### config.mk
export PLATFORM = sky130hd
export DESIGN_NAME = pkt_arb_mux
export DESIGN_NICKNAME = d
export VERILOG_FILES = /design/src/rtl/pkt_arb_pkg.sv /design/src/rtl/pkt_arb_mux_skid.sv /design/src/rtl/pkt_arb_mux.sv
export SDC_FILE = /design/constraint.sdc
export NUM_CORES = 1
export LEC_CHECK = 0
export CAP_MARGIN = 20
export CELL_PAD_IN_SITES_DETAIL_PLACEMENT = 0
export CELL_PAD_IN_SITES_GLOBAL_PLACEMENT = 1
export CORE_MARGIN = 10
export CORE_UTILIZATION = 34
export CTS_CLUSTER_DIAMETER = 100
export DETAILED_ROUTE_END_ITERATION = 10
export GPL_TIMING_DRIVEN = 0
export PLACE_DENSITY = 0.84
export SYNTH_ARGS = -nofsm -noshare
export SYNTH_HDL_FRONTEND = slang
export SYNTH_SLANG_ARGS = --single-unit
### constraint.sdc
create_clock -name clk -period 4.2 [get_ports clk]
set_input_delay 0.63 -clock clk [delete_from_list [all_inputs] [get_ports clk]]
set_output_delay 0.63 -clock clk [all_outputs]
set_load 0.02 [all_outputs]
### src/rtl/pkt_arb_pkg.sv
// Shared types and helpers for the packet arbiter/mux.
// Feature macro PKT_ARB_LOCK_EN enables packet locking.
package pkt_arb_pkg;

  localparam int MAX_N = 32;
  localparam int IW    = $clog2(MAX_N);

  typedef enum logic {
    IDLE,
    LOCKED
  } state_t;

  typedef struct packed {
    logic [MAX_N-1:0] onehot;
    logic [IW-1:0]    idx;
  } pick_t;

  // First request at or above ptr, wrapping modulo n.
  function automatic pick_t rr_pick(
    input logic [MAX_N-1:0] req,
    input logic [IW-1:0]    ptr,
    input int               n
  );
    pick_t p;
    int    i;
    logic  found;
    p     = '0;
    found = 1'b0;
    for (int k = 0; k < MAX_N; k++) begin
      i = (int'(ptr) + k) % n;
      if (!found && k < n && req[i]) begin
        found       = 1'b1;
        p.onehot[i] = 1'b1;
        p.idx       = IW'(i);
      end
    end
    return p;
  endfunction

  function automatic logic [IW-1:0] onehot_to_idx(
    input logic [MAX_N-1:0] oh
  );
    logic [IW-1:0] idx;
    idx = '0;
    for (int k = 0; k < MAX_N; k++) begin
      if (oh[k]) idx = idx | IW'(k);
    end
    return idx;
  endfunction

endpackage

### src/rtl/pkt_arb_mux_skid.sv
// Two-entry register slice; ready depends only on stored occupancy.
// Sustains one beat per cycle and preserves order.
module skid_buf #(
  parameter int W = 8
) (
  input  logic         clk,
  input  logic         rst,
  input  logic         in_valid,
  output logic         in_ready,
  input  logic [W-1:0] in_data,
  output logic         out_valid,
  input  logic         out_ready,
  output logic [W-1:0] out_data
);

  logic [W-1:0] e0;
  logic [W-1:0] e1;
  logic [1:0]   cnt;
  logic         push;
  logic         pop;

  assign in_ready  = (cnt != 2'd2);
  assign out_valid = (cnt != 2'd0);
  assign out_data  = e0;
  assign push      = in_valid && in_ready;
  assign pop       = out_valid && out_ready;

  always_ff @(posedge clk) begin
    if (rst) begin
      cnt <= 2'd0;
      e0  <= '0;
      e1  <= '0;
    end else begin
      unique case ({push, pop})
        2'b10: begin
          if (cnt == 2'd0) e0 <= in_data;
          else             e1 <= in_data;
          cnt <= cnt + 2'd1;
        end
        2'b01: begin
          e0  <= e1;
          cnt <= cnt - 2'd1;
        end
        2'b11: begin
          // push implies cnt < 2, so only one or zero entries are stored
          if (cnt == 2'd1) begin
            e0 <= in_data;
          end else begin
            e0 <= e1;
            e1 <= in_data;
          end
        end
        default: ;
      endcase
    end
  end

endmodule

### src/rtl/pkt_arb_mux.sv
// Round-robin N:1 packet mux with registered skid output.
// PKT_ARB_LOCK_EN holds the grant until the winner's last beat.
module pkt_arb_mux
  import pkt_arb_pkg::*;
#(
  parameter  int N  = 4,
  parameter  int DW = 32,
  localparam int SW = $clog2(N)
) (
  input  logic          clk,
  input  logic          rst,
  input  logic [N-1:0]  in_valid,
  input  logic [N*DW-1:0] in_data,
  input  logic [N-1:0]  in_last,
  output logic [N-1:0]  in_ready,
  output logic          out_valid,
  output logic [DW-1:0] out_data,
  output logic          out_last,
  output logic [SW-1:0] out_src,
  input  logic          out_ready
);

  localparam int PW = DW + 1 + SW;

  logic          can_acc;
  logic [N-1:0]  grant;
  logic [N-1:0]  xfer_vec;
  logic          xfer;
  pick_t         pk;
  logic [IW-1:0] acc_w;
  logic [SW-1:0] acc_idx;
  logic [SW-1:0] ptr;
  logic [SW-1:0] ptr_nxt;
  logic [DW-1:0] beat_data;
  logic          beat_last;
  logic [PW-1:0] skid_out;

`ifdef PKT_ARB_LOCK_EN
  state_t        state;
  state_t        state_nxt;
  logic [SW-1:0] lock_src;
  logic [SW-1:0] lock_nxt;
`endif

  function automatic logic [SW-1:0] wrap_inc(input logic [SW-1:0] i);
    return (i == SW'(N - 1)) ? '0 : i + 1'b1;
  endfunction

  assign pk        = rr_pick(MAX_N'(in_valid), IW'(ptr), N);
  assign in_ready  = grant;
  assign xfer_vec  = grant & in_valid;
  assign xfer      = |xfer_vec;
  assign acc_w     = onehot_to_idx(MAX_N'(xfer_vec));
  assign acc_idx   = acc_w[SW-1:0];
  assign beat_data = in_data[acc_idx*DW +: DW];
  assign beat_last = in_last[acc_idx];

  always_comb begin
    ptr_nxt = ptr;
    grant   = '0;
`ifdef PKT_ARB_LOCK_EN
    state_nxt = state;
    lock_nxt  = lock_src;
    unique case (state)
      IDLE:   if (can_acc) grant = pk.onehot[N-1:0];
      LOCKED: if (can_acc) grant = N'(1) << lock_src;
      default: ;
    endcase
    if (xfer) begin
      if (beat_last) begin
        state_nxt = IDLE;
        ptr_nxt   = wrap_inc(acc_idx);
      end else begin
        state_nxt = LOCKED;
        lock_nxt  = acc_idx;
      end
    end
`else
    if (can_acc) grant = pk.onehot[N-1:0];
    if (xfer) ptr_nxt = wrap_inc(acc_idx);
`endif
  end

  always_ff @(posedge clk) begin
    if (rst) begin
      ptr <= '0;
`ifdef PKT_ARB_LOCK_EN
      state    <= IDLE;
      lock_src <= '0;
`endif
    end else begin
      ptr <= ptr_nxt;
`ifdef PKT_ARB_LOCK_EN
      state    <= state_nxt;
      lock_src <= lock_nxt;
`endif
    end
  end

  skid_buf #(
    .W(PW)
  ) u_skid (
    .clk      (clk),
    .rst      (rst),
    .in_valid (xfer),
    .in_ready (can_acc),
    .in_data  ({beat_data, beat_last, acc_idx}),
    .out_valid(out_valid),
    .out_ready(out_ready),
    .out_data (skid_out)
  );

  assign {out_data, out_last, out_src} = skid_out;

endmodule

# Word-level counts from Yosys, hierarchy flattened
# Cells that the tools add are included.
# W data, S select, Z words.
# classes
n_addsub	6
order_cmp	9
n_eq_ne	9
shifts	1
muxes	40
n_bitwise	7
reduce_logical	23
# ops
op	count
$mux W35	4
$shiftx A128 B8 Y32	1
$pmux W35 S3	1
$pmux W35 S2	1
$mux W9	4
$lt A3 B7 Y1 const B	3
$mux W1	16
$or A4 B4 Y4	3
$bmux W1 S3	3
$demux W1 S3	3
$ge A3 B1 Y1 const B	3
$logic_and A1 B1 Y1	9
$add A2 B1 Y2 const B	3
$eq A2 B2 Y1 const B	3
$lt A2 B6 Y1 const B	1
$mux W2	3
$ne A2 B2 Y1 const B	3
$reduce_bool A2 Y1	3
$reduce_or A2 Y1	3
$add A2 B2 Y2 const B	2
$and A4 B4 Y4	1
$bmux W1 S2	2
$eq A2 B1 Y1 const B	2
$mux W4	1
13 further kinds	17
# totals
regBits	74
input_bits	139
wordCells	99

# Longest topological paths before layout
# Gate-level depths: netlist of the first run.
# logic_depth
ltp_word	23
ltp_mapped	15

# Hierarchy
# Synthesis of the first run repeated with hierarchy kept, for this count alone.
# unflattened
hier_cells	575
hier_area_um2	5087.4
# modules_own_cells
mod	n_inst	cells_per_inst	area_each_um2	seq_area_each_um2
skid_buf	1	342	3116.7	1441.4
pkt_arb_mux	1	233	1970.6	40.0

# Least setup slack after synthesis of the first run
# OpenSTA, ideal clock, no wires.
# synth_path
path_kind	reg-to-reg
from	register ptr[0]
to	register u_skid.e0[10] (netlist: u_skid.out_data[10])
arrival_ps	3458
t_required_ps	4059
slack_ps	601
path_stages_with_launch	15
n_path_buf	2
path_cell_list	dfxtp_1 > buf_6 > inv_1 > ha_1 > mux4_2 > and3b_1 > o21a_1 > nor2_8 > nand4_2 > ha_1 > a21oi_1 > clkbuf_1 > a21oi_1 > a221oi_2 > nor3_2
# synth_via
elab_chain_cells	22
elab_cells_between_ends	73
cone_classes	add/sub: 3; order compare: 8; eq/ne: 4; shift: 1; mux: 33; bitwise: 7; reduce/logical: 17
# synth_lines
element	line_no	source
from (decl)	pkt_arb_mux.sv:32	logic [SW-1:0] ptr;
from (signal assigned)	pkt_arb_mux.sv:92	ptr <= ptr_nxt;
parallel branches: the longest is 13 deep, another holds $lt A3 B7 Y1	--	
$mux W9 *	pkt_arb_pkg.sv:31	if (!found && k < n && req[i]) begin
$mux W4 *	pkt_arb_mux.sv:79	if (can_acc) grant = pk.onehot[N-1:0];
$and A4 B4 Y4 *	pkt_arb_mux.sv:51	assign xfer_vec = grant & in_valid;
$mux W1	pkt_arb_pkg.sv:46	if (oh[k]) idx = idx | IW'(k);
$mux W2 (2 in a row)	pkt_arb_pkg.sv:46	
$shiftx A128 B8 Y32	pkt_arb_mux.sv:55	assign beat_data = in_data[acc_idx*DW +: DW];
$mux W35 (on tied branches)	pkt_arb_mux_skid.sv:46, pkt_arb_mux_skid.sv:36	
$pmux W35 S3	pkt_arb_mux_skid.sv:34	unique case ({push, pop})
to (signal assigned)	pkt_arb_mux_skid.sv:36	if (cnt == 2'd0) e0 <= in_data;
to (signal assigned)	pkt_arb_mux_skid.sv:47	e0 <= in_data;
to (decl)	pkt_arb_mux_skid.sv:16	logic [W-1:0] e0;
# Every way passes the cells marked *. The select of a mux whose other input is x is not followed.
# A chain may end at the register's enable or synchronous reset.

# Final worst setup path of the first run
# layout_path
from	input port in_valid[1]
to	register u_skid.e1[30]
# layout_via
elab_chain_cells	20
elab_cells_between_ends	44
cone_classes	eq/ne: 4; shift: 1; mux: 25; bitwise: 4; reduce/logical: 10
# layout_lines
element	line_no	source
from (decl)	pkt_arb_mux.sv:12	input logic [N-1:0] in_valid,
$bmux W1 S2	pkt_arb_pkg.sv:31	
$mux W1 (not written as such)	pkt_arb_pkg.sv:31	
$mux W1	pkt_arb_pkg.sv:31	
$logic_not A1 Y1	pkt_arb_pkg.sv:31	
$logic_and A1 B1 Y1	pkt_arb_pkg.sv:31	
$mux W1	pkt_arb_pkg.sv:31	
$logic_not A1 Y1	pkt_arb_pkg.sv:31	
$logic_and A1 B1 Y1	pkt_arb_pkg.sv:31	
[3 not listed]	--	
$mux W9	pkt_arb_pkg.sv:31	
$mux W4	pkt_arb_mux.sv:79	
$and A4 B4 Y4 *	pkt_arb_mux.sv:51	
$mux W1	pkt_arb_pkg.sv:46	
$mux W2 (2 in a row)	pkt_arb_pkg.sv:46	
$shiftx A128 B8 Y32	pkt_arb_mux.sv:55	
$mux W35 (on tied branches)	pkt_arb_mux_skid.sv:46, pkt_arb_mux_skid.sv:36	
$pmux W35 S2	pkt_arb_mux_skid.sv:34	
to (signal assigned)	pkt_arb_mux_skid.sv:37	else e1 <= in_data;
to (signal assigned)	pkt_arb_mux_skid.sv:50	e1 <= in_data;
to (decl)	pkt_arb_mux_skid.sv:17	logic [W-1:0] e1;
# Every way passes the cells marked *; elsewhere a longest branch is shown, timed or not. The select of a mux whose other input is x is not followed.

==> key figures, run 1 <==
Run status
  • Status: finished, final reports clean

Die
  • Die height: 146 µm
  • Die width: 146 µm
  • Die ar.: 21400 µm²
  • Initial Utilization: 0.343
  • Row cnt: 46
  • IO Pins: 179
  • Core Box Area: 15800 µm²

Setup path
  • Critical Path End Type: register
  • Crit path cell chain: clkdlybuf4s50_1, mux4_2, and2_1, o211a_4, nor2_8, nand4_2, ha_1, a22oi_2, o21ai_2, buf_2, clkbuf_2, a22oi_1, nor2_1
  • Crit-path max FO: 10
  • WP data arrival: 4.11 ns
  • Startpoint types: input pin
  • CP max stage delay: 0.59 ns
  • CP required: 4.40 ns
  • Crit path buffers/inverters: 3
  • Family with the most delay on the worst path: buffers and inverters
  • Worst Setup Path Type: in -> reg
  • CP max-delay cell: mux4_2
  • Reg-to-reg slack, setup: 0.33 ns

Cells and area
  • Non-filler instance count after layout: 1052
  • Filler Cells Inserted: 1614
  • Antenna diodes: 0
  • Final core utilization: 0.494
  • Share of post-route cells with drive strength above 1: 0.228
  • Layout area overhead: 43.8%
  • Final #Nets: 984

Global route
  • First-pass GRT wire length: 32.6 mm
  • Initial antenna violation count: 0
  • Gr ovfl total: 0
  • Vias in the first global route: 5720
  • Total track usage: 0.187
  • Largest net degree at the start of global routing: 13

Yosys
  • Seq/Total Area, Yosys: 0.274
  • Warnings from Yosys: 0
  • Synthesized instance count: 643
  • Post-synth top area share: 0.274
  • Yosys cell types: 42
  • Average size of a mapped cell: 8.42 µm²
  • Dominant cells by area after synthesis: dfxtp_1 (27%), nor3_2 (10%), nor3_1 (7.5%), a221oi_2 (7.2%), a21oi_1 (6.8%)
  • Post-Syn Area: 5410 µm²
  • Post-synth top area cell: dfxtp_1
  • Yosys reg bits: 74
  • Syn_nets: 796

Timing
  • Worst Slack Setup Final: 0.289 ns
  • Slew Limit Fails: 0
  • Hold Slack: 0.490 ns
  • TNS Setup: 0 ns
  • Tcrit/Tclk final: 0.931
  • RSZ-0062 raised after global routing: no
  • Worst Max-Slew Pin Slew: 0.728 ns
  • Final Skew: 0.0101 ns
  • Rel. slew slack: 0.515
  • Tmin final: 3.91 ns
  • Fmax achieved: 256 MHz
  • Final setup viols: 0
  • Final hold violation count: 0

CTS
  • Post-CTS setup buffer count: 0
  • Clk sinks: 74
  • Clock Tree Root: clkbuf_16
  • CTS H-Tree Depth: 3
  • CTS max path bufs: 2
  • TritonCTS clock tree: built
  • Clock transition at path regs: 0.06 ns
  • TritonCTS Buffers: 9
  • Clock Latency Late Sink: 0.33 ns

Job
  • Max Cap Violations: 0

Power
  • Clock power share: 0.150
  • P_sw: 0.00238 W
  • Gate power share: 0.648
  • Power Density: 651 nW/µm²
  • Switching Share: 0.469
  • Pint: 0.00269 W
  • Reg power frac: 0.203
  • Maximum vdd drop: 348 µV
  • Leakage: 2.94 nW

Detailed routing
  • Vias: 5564
  • DR iter-0 viols: 367
  • Routed Antenna Nets: 0
  • Average via count per standard cell: 5.29
  • Avg WL per Cell: 19.6 µm
  • Final WL: 20.7 mm
  • Drt pass-1 iters: 4
  • DRC: 0

Placed design
  • Final GP Congestion: 0.864
  • Count of buffers from port buffering: 177
  • Post-Place Cells: 1036
  • Setup WS pre-CTS: -0.617 ns
  • Placed wire-length estimate: 15.6 mm

Hold path
  • Worst hold-check path type: reg -> reg
[flip-flops by register name, summed over array words and instances (netlist names)]
name / flops
u_skid.e1: 35
u_skid.cnt: 2
ptr: 2
u_skid.out_data: 35
[worst register-to-register path: stages (launching register included)]
cell,delay (ns)
dfxtp_2,0.39
buf_6,0.15
inv_1,0.12
ha_1,0.39
mux4_2,0.36
and3b_1,0.21
o211a_4,0.26
nor2_8,0.22
nand4_2,0.22
ha_1,0.33
a22oi_2,0.21
o21ai_2,0.13
buf_2,0.22
clkbuf_2,0.25
a22oi_1,0.25
nor2_1,0.06
[per-layer routing]
layer / vias to the layer above / routed length (µm) / global-route usage
met1: 2631 / 9450 / 0.237
met4: 0 / 227 / 0.0470
li1: 2741 / - / -
met5: - / 0 / 0
met2: 178 / 9630 / 0.310
met3: 14 / 1360 / 0.0488
[cell usage in the layout (no fill, tap or decap), types with 4 or more instances in the layout]
cell	count
clkbuf_16	9
a211oi_1	4
a221oi_2	26
clkdlybuf4s50_1	177
buf_4	7
buf_2	24
o31ai_2	29
o31ai_1	4
nor3_2	55
a22oi_1	33
nor3_1	81
a21oi_1	73
mux4_2	4
clkbuf_1	17
inv_1	41
dfxtp_1	72
buf_6	10
a221oi_1	7
nor2_1	80
nand2_1	11
clkbuf_2	5
ha_1	13
[cell type report]
class                      count  area, µm²  share of cell area
multi-input combinational    465       3440               0.442
inverter                      41        154              0.0198
buffer                        63        374              0.0480
timing repair buffer         177       1770               0.228
clock buffer                  13        270              0.0347
sequential                    74       1480               0.191
clock inverter                 3       21.3             0.00273
tap                          216        270              0.0347
[kinds of logic after synthesis]
family	Yosys count	synth area share
compound gates	192	0.297
xor+xnor	2	0.00324
fa+ha+maj	14	0.0324
buf+inv	104	0.0952
flops	74	0.274
mux	10	0.0307
simple gates	247	0.267
[synthesized netlist by cell type]
library cell  number
nor2_1            81
nor3_1            81
a21oi_1           74
dfxtp_1           74
nor3_2            55
inv_1             41
a22oi_1           34
o31ai_2           29
a221oi_2          26
clkbuf_1          23
buf_2             19
ha_1              14
nand2_1           11
buf_6             10
a221oi_1           7
buf_4              7
a211oi_1           4
buf_1              4
mux4_2             4
o21ai_0            4
o31ai_1            4
mux2_2             3
nand3b_1           3
nor2b_1            3
or2_1              3
a311oi_1           2
and2_1             2
and3b_1            2
mux2i_1            2
nand4_1            2
o21a_1             2
o21ai_1            2
xor2_1             2
a311oi_2           1
a31oi_1            1
mux2i_4            1
nand2b_1           1
nand3_1            1
nand4_2            1
nor2_8             1
o211a_4            1
o21ai_2            1
[worst paths after layout]
| check | depth (start not counted) | endpoint | start |
|---|---|---|---|
| max | 13 | u_skid.e1[30] | in_valid[1] |
| min | 2 | u_skid.out_data[3] | u_skid.out_data[3] |
| max reg2reg | 15 | u_skid.e1[30] | ptr[0] |
| min reg2reg | 2 | u_skid.out_data[3] | u_skid.out_data[3] |
[timing repair]
item,4_1_cts,5_1_grt
hold buffers,0,0
setup endpoints to repair,61,69
resized for setup,11,10
[power groups by stage]
| stage | sequential, W | clock (W) | combinational [W] |
|---|---|---|---|
| floorplan | 0.00117 | 0 | 0.00209 |
| global placement | 0.00103 | 0 | 0.00323 |
| detailed placement | 0.00104 | 0 | 0.00325 |
| CTS | 0.00103 | 0.000768 | 0.00328 |
| global route | 0.00105 | 0.000795 | 0.00359 |
| finish | 0.00103 | 0.000758 | 0.00328 |
[metrics by stage]
stage	power [W]	cell area [µm²]
6_report	0.00507	7790
2_1_floorplan	0.00326	5410
3_5_place_dp	0.00429	7460
5_1_grt	0.00544	7790
4_1_cts	0.00507	7760
3_3_place_gp	0.00427	7460
No activity file was read; power rests on OpenSTA's default activity.
==> run 2, diff against run 1 <==
Clock period 4.2 ns to 4 ns, I/O delays scaled along.
==> key figures, run 2 (synthesis gave the netlist of run 1 again) <==
CTS
  • CTS max path bufs: 2 (unchanged)
  • CTS H-Tree Depth: 3 (unchanged)
  • Clock Tree Root: clkbuf_16
  • Clock transition at path regs: 0.05 ns (about the same)
  • Hold_buf cts: 0 (unchanged)
  • TritonCTS clock tree: built
  • TritonCTS Buffers: 9 (unchanged)
  • Clock Latency Late Sink: 0.33 ns (about the same)
  • Clk sinks: 74 (unchanged)

Die
  • Row cnt: 46 (unchanged)
  • Die height: 146 µm (unchanged)
  • Die width: 146 µm (unchanged)
  • Core Box Area: 15800 µm² (unchanged)
  • Die ar.: 21400 µm² (unchanged)
  • Initial Utilization: 0.343 (unchanged)
  • IO Pins: 179 (unchanged)

Timing
  • Final hold violation count: 0 (unchanged)
  • Slew Limit Fails: 0 (unchanged)
  • TNS Setup: 0 ns (unchanged)
  • Hold Slack: 0.493 ns (+0.00255 ns)
  • Final Skew: 0.00980 ns (-0.000261 ns)
  • Worst Slack Setup Final: 0.278 ns (-0.0116 ns)
  • Tmin final: 3.72 ns
  • Worst Max-Slew Pin Slew: 0.735 ns (+0.00752 ns)
  • Final setup viols: 0 (unchanged)
  • Fmax achieved: 269 MHz
  • Rel. slew slack: 0.510 (-0.00501)
  • Tcrit/Tclk final: 0.931

Setup path
  • CP max-delay cell: mux4_2
  • Critical Path End Type: register
  • Crit-path max FO: 10 (unchanged)
  • Crit path cell chain: clkdlybuf4s50_1, mux4_2, nand2_1, o21ai_0, o21ai_1, nand4_4, ha_2, a22oi_2, o21ai_2, clkbuf_4, clkbuf_2, a22oi_1, nor2_1
  • WP data arrival: 3.92 ns (-0.19 ns)
  • Startpoint types: input pin
  • R2R Path Start: ptr[0]
  • Worst Setup Path Type: in -> reg
  • CP required: 4.20 ns (-0.20 ns)
  • CP max stage delay: 0.59 ns (about the same)
  • Critical path startpoint: in_valid[2]

Power
  • Leakage: 2.97 nW (+0.95%)
  • Maximum vdd drop: 365 µV (+4.9%)
  • Power Density: 684 nW/µm² (+5.0%)

Detailed routing
  • Drt pass-1 iters: 6 (+2)
  • Avg WL per Cell: 19.8 µm (+0.67%)
  • Routed Antenna Nets: 0 (unchanged)
  • Final WL: 20.9 mm (+1.1%)
  • Average via count per standard cell: 5.29 (about the same)
  • DRC: 0 (unchanged)
  • Vias: 5590 (+0.47%)
  • DR iter-0 viols: 402 (+9.5%)

Global route
  • Total track usage: 0.187 (+0.000193)
  • Vias in the first global route: 5720 (unchanged)
  • Met2 usage: 0.311 (+0.000910)
  • M1 GR Usage: 0.237 (unchanged)
  • Largest net degree at the start of global routing: 13 (unchanged)
  • GR peak layer: met2
  • Gr ovfl total: 0 (unchanged)
  • Initial antenna violation count: 0 (unchanged)
  • Grt met3 use: 0.0488 (unchanged)
  • First-pass GRT wire length: 32.6 mm (+0.10%)

Placed design
  • Final GP Congestion: 0.864 (unchanged)
  • Setup WS pre-CTS: -0.787 ns (-0.170 ns)
  • Placed wire-length estimate: 15.6 mm (unchanged)
  • Count of buffers from port buffering: 177 (unchanged)

Cells and area
  • Filler Cells Inserted: 1609 (-0.31%)
  • Register Area: 1480 µm² (unchanged)
  • Share of post-route cells with drive strength above 1: 0.233 (+0.00486)
  • Antenna diodes: 0 (unchanged)
  • Final #Nets: 988 (+0.41%)
  • Commonest non-fill, non-tap cell in the layout: clkdlybuf4s50_1
  • Area occupied by multi-input gates: 3510 µm² (+1.9%)
  • Commonest non-fill, non-tap cells in the layout: clkdlybuf4s50_1 (177), nor3_1 (81), nor2_1 (80)
  • Layout area overhead: 45.6%

Run status
  • Status: finished, final reports clean

Job
  • Max Cap Violations: 0 (unchanged)

Hold path
  • Worst hold-check path type: reg -> reg
  • Hold wc startpoint: u_skid.out_data[3]
## run 2: changes by cell type in the layout (fill, tap and decap cells not counted), sizes merged
| cell | previous run | this run |
|---|---|---|
| mux4 | 4 | 5 |
| clkbuf | 34 | 35 |
| buf | 42 | 44 |
## run 2: repair_timing
item,CTS,global route
setup endpoints to repair,64,65
pin swaps,0,1
gates cloned,0,1
buffers inserted,0,3
gates resized for setup,18,9
## run 2: cell type report
| type | count | area share |
|---|---|---|
| Tap cell | 216 | 0.0343 |
| Clock buffer | 13 | 0.0343 |
| Clock inverter | 3 | 0.00270 |
| Buffer | 63 | 0.0481 |
| Sequential cell | 74 | 0.188 |
| Inverter | 41 | 0.0195 |
| Timing Repair Buffer | 180 | 0.228 |
| Multi-Input combinational cell | 466 | 0.445 |
## run 2: final timing paths
path,endpoint,slack (ns),cells after the start
worst max-delay path,u_skid.e1[21],0.28,13
worst min-delay path,u_skid.out_data[3],0.49,2
worst max register to register,u_skid.e1[21],0.30,15
worst min register to register,u_skid.out_data[3],0.49,2
## run 2: stage by stage
stage          total power (W)   util  cell area, µm²  cells
2_1_floorplan          0.00342      -            5410    643
3_3_place_gp           0.00448  0.473            7460   1036
3_5_place_dp           0.00451  0.473            7460   1036
4_1_cts                0.00534  0.493            7780   1052
5_1_grt                0.00577  0.500            7880   1056
6_report               0.00539  0.500            7880   1056
## run 2: per-layer routing
metal / wire length, µm / up-vias / share of wire
met4: 213 / 0 / 0.010
li1: - / 2749 / -
met1: 9560 / 2653 / 0.46
met3: 1310 / 12 / 0.063
met2: 9800 / 176 / 0.47
met5: 0 / - / 0
## run 2: where the power goes
group          internal, W  switching (W)  total (W)
sequential        0.000962       0.000119    0.00108
combinational      0.00143        0.00208    0.00351
clock             0.000473       0.000321   0.000794
total              0.00287        0.00252    0.00539
## run 2: worst max-delay path: cells and delay by family
family,cells,cell delay [ns]
adder cells (fa/ha/maj),1,0.28
multiplexers,1,0.59
buffers and inverters,3,1.00
AO/OA/AOI/OAI,5,1.07
AND/OR/NAND/NOR,3,0.37
